--- src/rtl/sd_cmd_framer.sv ---
// sd_cmd_framer: SPI-mode SD command transmitter.
// Takes {cmd_index, argument} on a valid/ready handshake and serialises the
// 48-bit frame MSB first (0, 1, index, argument, CRC7, 1). Trailing '1' filler
// bits follow. The block generates its own SCK (mode 0) and drives CS_n.
// Ports:
//   clock, reset      system clock, asynchronous active-low reset
//   cmd_index/argument command payload, captured on accept
//   cmd_valid/ready    request handshake (ready only in IDLE)
//   keep_cs            captured on accept; 1 keeps cs_n low after done
//   sck, mosi, cs_n    card pins
//   busy, done         transaction status, done is a one-cycle pulse
module sd_cmd_framer #(
  parameter int unsigned CLK_DIV    = 4,
  parameter int unsigned TRAIL_BITS = 8,
  parameter bit          CRC_ENABLE = 1'b1,
  parameter logic [6:0]  CRC_FIXED  = 7'h4A
) (
  input  logic        clock,
  input  logic        reset,
  input  logic [5:0]  cmd_index,
  input  logic [31:0] argument,
  input  logic        cmd_valid,
  input  logic        keep_cs,
  output logic        cmd_ready,
  output logic        sck,
  output logic        mosi,
  output logic        cs_n,
  output logic        busy,
  output logic        done
);

  localparam int unsigned FRAME_BITS = 48;
  localparam int unsigned TOTAL_BITS = FRAME_BITS + TRAIL_BITS;
  localparam int unsigned BIT_W      = $clog2(TOTAL_BITS + 1);
  localparam int unsigned DIV_W      = (CLK_DIV > 2) ? $clog2(CLK_DIV) : 1;
  localparam int unsigned SR_W       = 39;

  localparam logic [DIV_W-1:0] DIV_LAST  = DIV_W'(CLK_DIV - 1);
  localparam logic [DIV_W-1:0] HALF_LAST = DIV_W'(CLK_DIV / 2 - 1);
  localparam logic [BIT_W-1:0] BIT_PAYLOAD_LAST = BIT_W'(39);
  localparam logic [BIT_W-1:0] BIT_CRC_LAST     = BIT_W'(46);
  localparam logic [BIT_W-1:0] BIT_END          = BIT_W'(47);
  localparam logic [BIT_W-1:0] BIT_LAST         = BIT_W'(TOTAL_BITS - 1);

  typedef enum logic [1:0] {
    IDLE  = 2'd0,
    SEND  = 2'd1,
    TRAIL = 2'd2,
    DONE  = 2'd3
  } state_t;

  state_t            state, state_nxt;
  logic [DIV_W-1:0]  div_cnt, div_nxt;
  logic [BIT_W-1:0]  bit_cnt, bit_nxt;
  logic [SR_W-1:0]   sr, sr_nxt;
  logic [6:0]        crc, crc_nxt;
  logic              keep_q, keep_nxt;
  logic              sck_nxt, mosi_nxt, cs_n_nxt, busy_nxt, done_nxt;
  logic [6:0]        crc_step, crc_tail;
  logic              bit_end;

  assign cmd_ready = (state == IDLE);

  // State and registered outputs
  always_ff @(posedge clock or negedge reset) begin
    if (!reset) begin
      state   <= IDLE;
      div_cnt <= '0;
      bit_cnt <= '0;
      sr      <= '0;
      crc     <= '0;
      keep_q  <= 1'b0;
      sck     <= 1'b0;
      mosi    <= 1'b1;
      cs_n    <= 1'b1;
      busy    <= 1'b0;
      done    <= 1'b0;
    end else begin
      state   <= state_nxt;
      div_cnt <= div_nxt;
      bit_cnt <= bit_nxt;
      sr      <= sr_nxt;
      crc     <= crc_nxt;
      keep_q  <= keep_nxt;
      sck     <= sck_nxt;
      mosi    <= mosi_nxt;
      cs_n    <= cs_n_nxt;
      busy    <= busy_nxt;
      done    <= done_nxt;
    end
  end

  // Next-state, bit sequencing and CRC
  always_comb begin
    state_nxt = state;
    div_nxt   = div_cnt;
    bit_nxt   = bit_cnt;
    sr_nxt    = sr;
    crc_nxt   = crc;
    keep_nxt  = keep_q;
    sck_nxt   = sck;
    mosi_nxt  = mosi;
    cs_n_nxt  = cs_n;
    done_nxt  = 1'b0;
    // mosi holds the bit currently on the wire, so it feeds the CRC at bit end
    crc_step  = {crc[5:0], 1'b0} ^ ((crc[6] ^ mosi) ? 7'h09 : 7'h00);
    crc_tail  = CRC_ENABLE ? crc_step : CRC_FIXED;
    bit_end   = (div_cnt == DIV_LAST);

    case (state)
      IDLE: begin
        sck_nxt  = 1'b0;
        mosi_nxt = 1'b1;
        if (cmd_valid) begin
          state_nxt = SEND;
          sr_nxt    = {1'b1, cmd_index, argument};
          keep_nxt  = keep_cs;
          crc_nxt   = '0;
          div_nxt   = '0;
          bit_nxt   = '0;
          mosi_nxt  = 1'b0;
          cs_n_nxt  = 1'b0;
        end
      end
      SEND, TRAIL: begin
        div_nxt = div_cnt + DIV_W'(1);
        if (div_cnt == HALF_LAST) sck_nxt = 1'b1;
        if (bit_end) begin
          div_nxt  = '0;
          sck_nxt  = 1'b0;
          bit_nxt  = bit_cnt + BIT_W'(1);
          mosi_nxt = 1'b1;
          if (state == SEND) begin
            if (bit_cnt < BIT_PAYLOAD_LAST) begin
              mosi_nxt = sr[SR_W-1];
              sr_nxt   = {sr[SR_W-2:0], 1'b0};
              crc_nxt  = crc_step;
            end else if (bit_cnt == BIT_PAYLOAD_LAST) begin
              // last payload bit folds into the CRC, whose MSB goes out next
              crc_nxt  = crc_tail;
              mosi_nxt = crc_tail[6];
            end else if (bit_cnt < BIT_CRC_LAST) begin
              mosi_nxt = crc[5];
              crc_nxt  = {crc[5:0], 1'b0};
            end
          end
          if (bit_cnt == BIT_LAST) begin
            state_nxt = DONE;
            done_nxt  = 1'b1;
          end else if (bit_cnt == BIT_END) begin
            state_nxt = TRAIL;
          end
        end
      end
      DONE: begin
        state_nxt = IDLE;
        sck_nxt   = 1'b0;
        mosi_nxt  = 1'b1;
        cs_n_nxt  = ~keep_q;
      end
      default: state_nxt = IDLE;
    endcase

    busy_nxt = (state_nxt != IDLE);
  end

endmodule

--- config.mk ---
export PLATFORM = sky130hd
export DESIGN_NAME = sd_cmd_framer
export DESIGN_NICKNAME = d
export VERILOG_FILES = /design/src/rtl/sd_cmd_framer.sv
export SDC_FILE = /design/constraint.sdc
export NUM_CORES = 1
export LEC_CHECK = 0
export ABC_AREA = 1
export BUFFER_PORTS_ARGS = -buffer_cell sky130_fd_sc_hd__buf_4
export CAP_MARGIN = 10
export CORE_AREA = 2 2 92 94
export CTS_BUF_LIST = sky130_fd_sc_hd__clkbuf_16
export CTS_CLUSTER_SIZE = 10
export DETAILED_ROUTE_END_ITERATION = 7
export DIE_AREA = 0 0 94 96
export GPL_TIMING_DRIVEN = 0
export MAX_ROUTING_LAYER = met4
export PLACE_DENSITY = 0.7
export SLEW_MARGIN = 20
export SYNTH_ARGS = -nofsm -noshare
export SYNTH_HDL_FRONTEND = slang
export SYNTH_SLANG_ARGS = --single-unit
--- constraint.sdc ---
create_clock -name clock -period 2 [get_ports clock]
set_input_delay 0.1 -clock clock [delete_from_list [all_inputs] [get_ports clock]]
set_output_delay 0.1 -clock clock [all_outputs]
set_load 0.1 [all_outputs]
---- Yosys cells after proc, flatten, opt, wreduce, memory -nomap -nowiden ----
Cells that the tools add are included.
Widths: inputs -> output; s select.
word-level totals
  word-level logic and storage cells ...... 83
  bits of input ports ..................... 42
  flip-flop bits (word level) ............. 62
  output and inout port bits .............. 6
operators by class
  equal/unequal tests ..................... 14
  bitwise logic cells ..................... 3
  reduce and logical (&&, ||, !) cells .... 12
  muxes and demuxes ....................... 39
  $lt $le $gt $ge ......................... 2
  $add $sub $neg .......................... 2
operators with widths
  kind                 number
  $mux 39              4
  $pmux 39 s2          1
  $mux 7               6
  $eq 6x6->1 const B   3
  $pmux 7 s2           1
  $lt 6x6->1 const B   2
  $mux 1               12
  $mux 2               6
  $mux 6               2
  $pmux 6 s2           1
  $reduce_and 5->1     2
  $ne 2x2->1 const B   4
  $xor 7x4->7          1
  $add 6x1->6 const B  1
  $eq 2x2->1 const B   3
  $pmux 2 s3           1
  $reduce_and 2->1     3
  $reduce_bool 2->1    3
  $eq 2x1->1 const B   2
  $mux 4               1
  $ne 4x4->1 const B   1
  $pmux 1 s2           2
  $pmux 2 s2           1
  $reduce_or 2->1      2
  7 further kinds      7

---- Logic depth before layout (Yosys ltp) ----
Gate-level depths: netlist of run 1.
  depth after elaboration ................. 8
  mapped depth ............................ 13

---- Worst setup path before layout of run 1 ----
No wires, ideal clock.
  path type ............................... register -> register
  start ................................... register state[0]
  end ..................................... register sr[18]
  required time ........................... 1.877 ns
  data arrival time ....................... 2.375 ns
  stages on the path, launching flop included .. 12
  period minus slack after synthesis ...... 2.498 ns
  path slack .............................. -0.498 ns
  cell sequence ........................... dfrtp_1 inv_1 ha_1 nand2_1 nand2_2 nand2_4 nor2_2 nand2_2 buf_6 buf_8 nand2_2 o21ai_2
on the way
  elaborated cells on any way between the ends .. 11
  classes of those cells .................. eq/ne (6); mux (1); reduce/logical (4)
RTL lines
  item                                                       line  RTL
  start: declaration                                         52    state_t state, state_nxt;
  start signal: assignment                                   79    state <= state_nxt;
  $logic_not 2->1 *                                          --
  via cmd_ready                                              24    output logic cmd_ready,
  $ne 2x2->1 (no line) or $reduce_bool 2->1 (tied branches)  --
  $reduce_and 5->1 (no line)                                 --
  end signal: assignment                                     82    sr <= sr_nxt;
  end: declaration                                           55    logic [SR_W-1:0] sr, sr_nxt;
The timed path passes the listed nets; every way through them passes the cells marked *.
A chain may end at the register's enable or synchronous reset.

---- Worst setup path after layout of run 1 ----
  start ................................... register state[0]
  end ..................................... register sr[29]
on the way
  longest elaborated chain between the ends .. 4
  elaborated cells on any way between the ends .. 11
  classes of those cells .................. eq/ne (6); mux (1); reduce/logical (4)
ends and longest elaborated chain
  item                                                       line      RTL
  $eq 2x1->1 or $eq 2x2->1 (tied branches)                   110, 133
  $reduce_or 2->1                                            110       case (state)
  $ne 2x2->1 (no line) or $reduce_bool 2->1 (tied branches)  --
  $reduce_and 5->1 (no line)                                 --
Parallel ways exist; a longest one is shown, timed or not.

==> results of run 1 <==
timing repair:
action	CTS	global route
gates cloned	0	0
endpoints found under the hold margin	61	0
hold buffers	2	0
setup endpoints to repair	39	45
gates resized for setup	4	2
setup buffers	1	4
pin swaps	1	1
cell type report:
class                           instances  share of cell area, %
Timing Repair Buffer                   54                  10.24
Clock buffer                            9                  5.618
Tap cell                              105                  3.277
Multi-Input combinational cell        225                  35.33
Sequential cell                        62                  38.76
Inverter                               25                  2.528
Clock inverter                          7                  2.216
Buffer                                 12                  2.029
state kept, by name, summed over array words and instances, names as in the netlist:
register and count:
bit_cnt 6, done 1, sck 1, cs_n 1, sr 39, keep_q 1, state 2, busy 1
mosi 1, div_cnt 2, crc 7
Yosys cell counts, drive strengths merged (2+ instances only):
cell     n  area [um2]
nor3     2       10.01
ha       7       87.58
xor2     3       26.28
o21ai   52       339.1
dfstp    2       52.55
clkbuf   2       8.750
nand3   12       60.06
nand2   88       367.8
nor2    17       85.08
inv     25       96.35
nand4    3       18.77
dfrtp   60        1501
mux2i   37       370.4
buf     11       83.82
per-layer routing:
layer	vias up	share of wire, %	GRT usage [%]
li1	1193	-	-
met4	0	1.1	4.710
met1	1141	45	20.93
met2	50	49	25.60
met5	-	0	-
met3	9	5.1	4.777
per-stage QoR:
| stage | area (um2) | setup TNS [ns] | hold WS, ns |
|---|---|---|---|
| final | 4009 | 0 | 0.04993 |
| after global routing | 4009 | 0 | 0.06849 |
| after CTS | 3983 | 0 | 0.04643 |
| after detailed placement | 3633 | -1.518 | 0.2405 |
| after global placement | 3633 | -0.8998 | 0.2371 |
| after floorplan | 3149 | 0 | -0.1956 |
layout by cell type, fill, tap and decap left out, types with 3 or more instances in the layout:
master and n:
ha_1 6, xor2_1 3, nand2_2 11, mux2i_1 37, o21ai_2 21, buf_2 7
nor2_1 14, clkbuf_16 9, nand3_1 12, inv_2 4, inv_1 20, nand4_1 3
dfrtp_1 60, o21ai_0 29, buf_4 52, nand2_1 75
cells by family after synthesis:
group,Yosys count,share of synthesized area (%)
adder cells (fa/ha/maj),7,2.792
multiplexers,37,11.81
AO/OA/AOI/OAI,54,11.25
flip-flops,62,49.54
XOR/XNOR,4,1.117
buffers and inverters,38,6.023
AND/OR/NAND/NOR,123,17.47
path summary, 6_finish.rpt:
| kind | start | end | depth (start not counted) |
|---|---|---|---|
| min | argument[0] | sr[0]$_DFFE_PN0P_ | 3 |
| max | state[0]$_DFF_PN0_ | sr[29]$_DFFE_PN0P_ | 11 |
| min reg2reg | crc[4]$_DFFE_PN0P_ | crc[5]$_DFFE_PN0P_ | 2 |
| min in group asynchronous | reset | state[1]$_DFF_PN0_ | 2 |
| max in group asynchronous | reset | sr[4]$_DFFE_PN0P_ | 2 |
| max reg2reg | state[0]$_DFF_PN0_ | sr[29]$_DFFE_PN0P_ | 11 |
worst reg2reg max path: cells and delay by family (launching register included):
kind | cells | cell delay (ns)
AO/OA/AOI/OAI | 1 | 0.05
adder cells (fa/ha/maj) | 1 | 0.34
buffers and inverters | 3 | 0.37
flip-flops | 1 | 0.37
AND/OR/NAND/NOR | 6 | 0.56
where the power goes:
group	switching [mW]	leakage (nW)	internal [mW]	total (mW)
combinational	1.86	1.12	1.18	3.04
clock	0.552	0.149	1.08	1.63
sequential	0.326	0.795	1.78	2.11
total	2.74	2.06	4.04	6.78
==> metrics.md, run 1 <==
| Metric | Value |
|---|---|
| EDFF count, synth | 0 |
| Sequential-to-total area share from yosys stat | 49.54% |
| CP Buf/Inv Count | 3 |
| Pin count of the biggest net entering global routing | 63 |
| Final cell count without fillers | 499 |
| Pins Over Slew Limit | 0 |
| Slowest cell on the critical path | dfrtp_1 |
| Final layout net count | about 440 |
| Antenna Cells | 0 |
| Crit path max-delay family | simple AND/OR/NAND/NOR gates |
| Critical path peak fanout | 10 |
| Clock latency on the worst-skew pair | ~0.33 ns |
| DRT Pass-1 Iters | 4 |
| Post-route setup slack | approximately 0.21 ns |
| Primary FF master, synth | dfrtp_1 |
| Die H | 96 um |
| Area growth syn-to-layout | 27.80% |
| Vias in the first global route | 2,389 |
| Mapped cell area | 3137 um2 |
| Lkg Pwr | 2.063 nW |
| Slew margin rel. | 47.14% |
| Yosys reg bits | 62 |
| Final setup viols | 0 |
| Top-level I/O count | 48 |
| All-Layer GR Usage | around 16% |
| Dpl cells | 477 |
| Reg clk slew, reported paths | roughly 0.060 ns |
| Final Power | ~6.8 mW |
| Distinct cells, synth | 29 |
| Worst vdd ir | between 0.7 and 0.8 mV |
| Die area | 9024 um2 |
| Synthesis Warnings | 0 |
| Post-synth ARST share | between 90% and 100% |
| Remaining DRCs | 0 |
| GR Overflow Total | 0 |
| Multi-input logic area | 1416 um2 |
| Final min period | around 1.8 ns |
| WL/cell | 12.88 um |
| Std cell rows | 33 |
| Run status | completed |
| Iter 0 DRT Violations | 92 |
| Worst EP arrival | roughly 2.0 ns |
| Critical path class | reg2reg |
| Cells along the critical path | inv_2, ha_4, nand2_1, nand2_2, nand2_4, nor2_4, nand2_4, buf_6, buf_6, nand2_1, o21ai_2 |
| HP Class | in2reg |
| Initial antenna violation count | 0 |
| Crit-path max cell delay | 0.37 ns |
| Clock sinks | a little over 60 |
| Final-layout fill cell count | 740 |
| Longest Clk Path Bufs | 2 |
| Core area | 8051 um2 |
| Average size of a mapped cell | between 9 and 10 um2 |
| Clock H-tree levels | 3 |
| Vias per cell | roughly 4.8 |
| Power Density | 1692 nW/um2 |
| Max cap viols | 0 |
| Share of layout cells above drive strength 1 | 31.47% |
| DPL Wire Length | 4456 um |
| Setup Skew | 0.006169 ns |
| Port-buffer cells | 47 |
| Worst setup SP type | register |
| Synthesized net count | about 370 |
| Final period util | 89.62% |
| Die Span X | 94 um |
| Fin util | 49.79% |
| Reg2Reg Setup Slack | just over 0.2 ns |
| DP Worst Slack | -0.08753 ns |
| Final WL | 6428 um |
| Routability cong. | 0.7867 |
| Initial Util | 38.96% |
| Routed vias | 2,393 |
| Final Hold Fails | 0 |
| CTS Buf Count | 9 |
| Highest Clock Rate | 557.9 MHz |
| Worst EP required | ~2.2 ns |
| Root Driver | clkbuf_16 |
| Mapped Cells | roughly 330 |
| CTS tree | built |
| Actual slew at the worst max-slew pin | 0.7929 ns |
| Worst setup EP type | register |
| RSZ-0062 raised after global routing | false |
| Detail Route Antenna Nets | 0 |
| Register area | 1554 um2 |
| First-pass GRT wire length | 11,270 um |
Power figures use the tool's default switching activity.
==> inputs of run 2 (changes only) <==
RECOVER_POWER = 25   (was unset)
==> run 2 against run 1 <==
Cell count did not move; final area fell by 0.28%; first-iteration DRC count did not move; critical endpoint unchanged.
==> metrics.md, run 2 (same netlist as run 1, synthesis figures left out) <==
| Metric | Value |
|---|---|
| Clock latency on the worst-skew pair | 0.33 ns (about the same) |
| DPL Wire Length | 4456 um (unchanged) |
| Worst EP arrival | 2.01 ns (about the same) |
| Final period util | 89.62% (unchanged) |
| R2R depth | 11 (unchanged) |
| Final Hold Fails | 0 (unchanged) |
| Critical path peak fanout | 10 (unchanged) |
| Most frequent cells in the layout | nand2_1, dfrtp_1, buf_4, mux2i_1, o21ai_0 |
| Max cap viols | 0 (unchanged) |
| Initial Util | 38.96% (unchanged) |
| Core area | 8051 um2 (unchanged) |
| Root Driver | clkbuf_16 |
| Initial antenna violation count | 0 (unchanged) |
| Antenna Cells | 0 (unchanged) |
| Hold path depth | 3 (unchanged) |
| Lkg Pwr | 2.051 nW (-0.57%) |
| Fin util | 49.65% (-0.14 points) |
| Final setup viols | 0 (unchanged) |
| All-Layer GR Usage | 16.39% (unchanged) |
| Critical path class | reg2reg |
| Top-level I/O count | 48 (unchanged) |
| Remaining DRCs | 0 (unchanged) |
| Worst setup EP type | register |
| Worst setup SP type | register |
| Worst vdd ir | 0.7132 mV (about the same) |
| Pin count of the biggest net entering global routing | 63 (unchanged) |
| RSZ-0062 raised after global routing | false |
| Largest regs | sr x39, crc x7, bit_cnt x6 |
| Power Density | 1693 nW/um2 (about the same) |
| Area growth syn-to-layout | 27.44% |
| Setup TNS | 0 ns (unchanged) |
| Vias per cell | 4.798 (about the same) |
| WL/cell | 12.89 um (about the same) |
| Vias in the first global route | 2,389 (unchanged) |
| Setup Skew | 0.006169 ns (unchanged) |
| CTS Buf Count | 9 (unchanged) |
| Number of flip-flops in the largest register | 39 (unchanged) |
| Final layout net count | 438 (unchanged) |
| Iter 0 DRT Violations | 92 (unchanged) |
| Worst min-delay path startpoint | argument[0] |
| Share of layout cells above drive strength 1 | 30.71% (-0.76 points) |
| Longest Clk Path Bufs | 2 (unchanged) |
| Commonest non-fill, non-tap cell in the layout | nand2_1 |
| R2r endpoint | sr[29]$_DFFE_PN0P_ |
| Port-buffer cells | 47 (unchanged) |
| Pins Over Slew Limit | 0 (unchanged) |
| Highest Clock Rate | 557.9 MHz (unchanged) |
| CTS tree | built |
| Die area | 9024 um2 (unchanged) |
| First-pass GRT wire length | 11,270 um (unchanged) |
| DRT Pass-1 Iters | 4 (unchanged) |
| Die H | 96 um (unchanged) |
| Clock H-tree levels | 3 (unchanged) |
| Std cell rows | 33 (unchanged) |
| Actual slew at the worst max-slew pin | 1.160 ns (+0.3672 ns) |
| Reg2Reg Setup Slack | 0.21 ns (about the same) |
| Slew margin rel. | 22.99% (-24 points) |
| Detail Route Antenna Nets | 0 (unchanged) |
| Worst EP required | 2.22 ns (about the same) |
| Die Span X | 94 um (unchanged) |
| Final min period | 1.792 ns (unchanged) |
| Routed vias | 2,394 (+0.042%) |
| Final WL | 6431 um (about the same) |
| Routability cong. | 0.7867 (unchanged) |
| Clock sinks | 62 (unchanged) |
| GR Overflow Total | 0 (unchanged) |
| Hold path endpoint | sr[0]$_DFFE_PN0P_ |
| Final-layout fill cell count | 746 (+0.81%) |
| Reg clk slew, reported paths | 0.06 ns (about the same) |
| Run status | completed |
| HP Class | in2reg |
| RR Startpoint | state[0]$_DFF_PN0_ |
| Largest Register | sr |
run 2: changes by cell type in the layout (fill, tap and decap cells not counted), sizes merged:
cell	change
clkbuf	+3
buf	-3
run 2: per-stage QoR:
step / hold WS, ns / total power, mW / cells / instance area [um2] / setup slack (ns)
2_1_floorplan: -0.1956 / 4.466 / 325 / 3149 / 0.09494
3_3_place_gp: 0.2371 / 5.024 / 477 / 3633 / -0.04893
3_5_place_dp: 0.2405 / 5.131 / 477 / 3633 / -0.08753
4_1_cts: 0.04643 / 6.828 / 496 / 3983 / 0.01488
5_1_grt: 0.06849 / 7.267 / 499 / 3998 / 0.07683
6_report: 0.04993 / 6.767 / 499 / 3998 / 0.2077
run 2: area by class of cell:
cell class                      instances  area [um2]  share of cell area [%]
Tap cell                              105       131.4                   3.286
Inverter                               25       101.3                   2.535
Timing Repair Buffer                   54       399.1                   9.984
Sequential cell                        62        1554                   38.87
Clock buffer                            9       225.2                   5.634
Buffer                                 12       81.33                   2.034
Multi-Input combinational cell        225        1416                   35.43
Clock inverter                          7       88.84                   2.222
run 2: power by group:
part           switching [mW]  total (mW)  internal [mW]
clock network           0.552        1.63           1.08
registers               0.326        2.11           1.78
logic                    1.86        3.02           1.16
total                    2.74        6.77           4.03
run 2: worst max-delay path, cell delays in order (launching register included):
cell,delay [ns]
dfrtp_1,0.37
inv_2,0.07
ha_4,0.33
nand2_1,0.11
nand2_2,0.10
nand2_4,0.08
nor2_4,0.10
nand2_4,0.09
buf_6,0.15
buf_6,0.14
nand2_1,0.08
o21ai_2,0.05
run 2: worst max path at each step:
stage | start | end | cells past startpoint
4_1_cts | state[1]$_DFF_PN0_ | sr[21]$_DFFE_PN0P_ | 13
3_5_place_dp | state[0]$_DFF_PN0_ | sr[29]$_DFFE_PN0P_ | 13
6_report | state[0]$_DFF_PN0_ | sr[29]$_DFFE_PN0P_ | 11
2_1_floorplan | state[0]$_DFF_PN0_ | sr[18]$_DFFE_PN0P_ | 11
5_1_grt | state[0]$_DFF_PN0_ | sr[21]$_DFFE_PN0P_ | 11
3_3_place_gp | state[0]$_DFF_PN0_ | sr[27]$_DFFE_PN0P_ | 13
run 2: timing repair:
action                                  4_1_cts  5_1_grt
buffers inserted                              1        4
hold buffers                                  2        0
endpoints found under the setup margin       39       45
resized for setup                             4        2
hold endpoints to repair                     61        0
pin swaps                                     1        1
run 2: per-layer routing:
metal  vias to the layer above  track usage (%)  routed length, um
met5                         -                -                  0
met4                         0            4.710                 71
met3                         9            4.777                334
met2                        50            25.60               3122
met1                      1142            20.93               2902
li1                       1193                -                  -
==> inputs of run 3 (changes only) <==
==> constraint.sdc (replaced) <==
create_clock -name clock -period 2 [get_ports clock]
set_input_delay 0.1 -clock clock [delete_from_list [all_inputs] [get_ports clock]]
set_output_delay 0.1 -clock clock [all_outputs]
set_load 0.05 [all_outputs]
==> run 3 against run 2 <==
The flow now finishes with violations (max-capacitance violations, max-slew violations); global-route usage down 0.64 points; clock-buffer cell count unchanged; total power down 0.44%; wire length up 1.3%; cell count up 1.2%; first-iteration DRC count rose to 2.5 times the previous value; combinational power about the same; non-clock buffer count up 6; sequential cell count unchanged; worst setup slack worse by 0.13 ns; clock skew down 0.0027 ns; largest cell class unchanged.
==> metrics.md, run 3 (same netlist as run 1, synthesis figures left out) <==
| Metric | Value |
|---|---|
| Run status | finished, violations left |
| Failing checks | max-capacitance violations, max-slew violations |
| Clock H-tree levels | 3 (unchanged) |
| Power Density | 1666 nW/um2 (-1.6%) |
| Worst setup SP type | register |
| Reg clk slew, reported paths | 0.05 ns (about the same) |
| Final Power | 6.737 mW (-0.44%) |
| Vias in the first global route | 2,351 (-1.6%) |
| Worst vdd ir | 0.6846 mV (-4.0%) |
| Largest Register | sr |
| DRT Pass-1 Iters | 4 (unchanged) |
| Port-buffer cells | 47 (unchanged) |
| Clock sinks | 62 (unchanged) |
| WL/cell | 12.90 um (about the same) |
| Remaining DRCs | 0 (unchanged) |
| Clock latency on the worst-skew pair | 0.32 ns (about the same) |
| Final period util | 96.34% (+6.7 points) |
| Routability cong. | 0.8022 (+2.0%) |
| Register area | 1554 um2 (unchanged) |
| DP Worst Slack | -0.1172 ns (-0.02968 ns) |
| Final-layout fill cell count | 763 (+2.3%) |
| Root Driver | clkbuf_16 |
| Worst setup EP type | register |
| Reg power frac | 31.1% (about the same) |
| Pins Over Slew Limit | 63 (+63) |
| Detail Route Antenna Nets | 0 (unchanged) |
| Largest regs | sr x39, crc x7, bit_cnt x6 |
| Core area | 8051 um2 (unchanged) |
| Critical path peak fanout | 10 (unchanged) |
| Highest Clock Rate | 519.0 MHz (-7.0%) |
| Routed vias | 2,414 (+0.84%) |
| Area growth syn-to-layout | 28.92% |
| Antenna Cells | 0 (unchanged) |
| Final layout net count | 444 (+1.4%) |
| CTS Buf Count | 9 (unchanged) |
| Most frequent cells in the layout | nand2_1, dfrtp_1, buf_4, mux2i_1, o21ai_0 |
| HP Class | in2reg |
| Top-level I/O count | 48 (unchanged) |
| Final Hold Fails | 0 (unchanged) |
| NetSw | 2.614 mW (-4.6%) |
| Clock share of power | 23.8% (-0.3 points) |
| Final setup viols | 0 (unchanged) |
| Combinational power share | 45.1% (+0.4 points) |
| Share of layout cells above drive strength 1 | 31.00% (+0.29 points) |
| Slew margin rel. | -1.820% (-25 points) |
| Final min period | 1.927 ns (+0.1345 ns) |
| Longest Clk Path Bufs | 2 (unchanged) |
| Die area | 9024 um2 (unchanged) |
| Number of flip-flops in the largest register | 39 (unchanged) |
| GR Overflow Total | 0 (unchanged) |
| Die Span X | 94 um (unchanged) |
| Lkg Pwr | 2.088 nW (+1.8%) |
| DPL Wire Length | 4340 um (-2.6%) |
| Commonest non-fill, non-tap cell in the layout | nand2_1 |
| Post-route setup slack | 0.07316 ns (-0.1345 ns) |
| Initial antenna violation count | 0 (unchanged) |
| Max cap viols | 1 (+1) |
| Initial Util | 38.96% (unchanged) |
| Die H | 96 um (unchanged) |
| All-Layer GR Usage | 15.75% (-0.64 points) |
| Iter 0 DRT Violations | 231 (+150%) |
| Worst EP arrival | 2.13 ns (+0.12 ns) |
| Final WL | 6513 um (+1.3%) |
| Pin count of the biggest net entering global routing | 63 (unchanged) |
| First-pass GRT wire length | 10,700 um (-5.1%) |
| Worst EP required | 2.20 ns (-0.02 ns) |
| Vias per cell | 4.780 (-0.36%) |
| Actual slew at the worst max-slew pin | 1.527 ns (+0.3672 ns) |
| Setup Skew | 0.003469 ns (-0.002700 ns) |
| Multi-input logic area | 1406 um2 (-0.71%) |
| Std cell rows | 33 (unchanged) |
| Sw Ratio | 38.80% (-1.7 points) |
| Cell-internal power | 4.123 mW (+2.4%) |
| Critical path class | reg2reg |
| CTS tree | built |
[run 3: worst paths after layout]
check                              startpoint                      to  slack, ns  depth (start not counted)
max                        state[1]$_DFF_PN0_      sr[23]$_DFFE_PN0P_       0.07                         12
min                               argument[0]       sr[0]$_DFFE_PN0P_       0.06                          3
max reg2reg                state[1]$_DFF_PN0_      sr[23]$_DFFE_PN0P_       0.07                         12
min reg2reg                crc[0]$_DFFE_PN0P_      crc[1]$_DFFE_PN0P_       0.48                          2
max in group asynchronous               reset  bit_cnt[1]$_DFFE_PN0P_       0.39                          2
min in group asynchronous               reset  div_cnt[0]$_DFFE_PN0N_       0.69                          2
[run 3: timing repair]
item                                   CTS  global route
hold buffers                             2             0
endpoints found under the hold margin   61             0
pin swaps                                1             3
gates resized for setup                  5             5
setup buffers                            2             7
setup endpoints to repair               39            30
cloned                                   1             0
[run 3: power by group through the flow]
stage / logic, mW / clock network (mW) / registers [mW]
after floorplan: 2.17 / 0 / 2.14
after global placement: 2.77 / 0 / 2.10
after detailed placement: 2.84 / 0 / 2.12
after CTS: 2.91 / 1.64 / 2.10
after global routing: 3.37 / 1.69 / 2.16
final: 3.04 / 1.60 / 2.10
[run 3: area by class of cell]
type / count / share of cell area (%)
sequential: 62 / 38.43
multi-input combinational: 225 / 34.78
timing repair buffer: 59 / 10.92
clock buffer: 9 / 5.569
tap: 105 / 3.249
inverter: 25 / 2.568
buffer: 13 / 2.506
clock inverter: 7 / 1.980
[run 3: through the flow]
stage,util (%),instances,setup TNS [ns],cell area (um2),hold WS [ns]
2_1_floorplan,-,325,0,3139,-0.1956
3_3_place_gp,45.00,477,-1.982,3623,0.2369
3_5_place_dp,45.00,477,-2.510,3623,0.2367
4_1_cts,49.45,498,0,3981,0.05525
5_1_grt,50.23,505,-0.002822,4044,0.08386
6_report,50.23,505,0,4044,0.05515
[run 3: worst max-delay path, cell delays in order, from the launching register on]
cell	delay [ns]
dfrtp_1	0.37
inv_2	0.06
ha_2	0.34
buf_12	0.13
nand2_1	0.09
nand2_2	0.10
nand2_4	0.08
nor2_4	0.13
nand2_4	0.09
buf_6	0.14
buf_8	0.14
nand2_2	0.06
o21ai_2	0.05
[run 3: layer usage]
metal | track usage, % | vias to the layer above | routed length [um]
met2 | 24.05 | 41 | 3048
met4 | 7.609 | 0 | 112
li1 | - | 1214 | -
met5 | - | - | 0
met3 | 3.602 | 10 | 241
met1 | 19.92 | 1149 | 3111
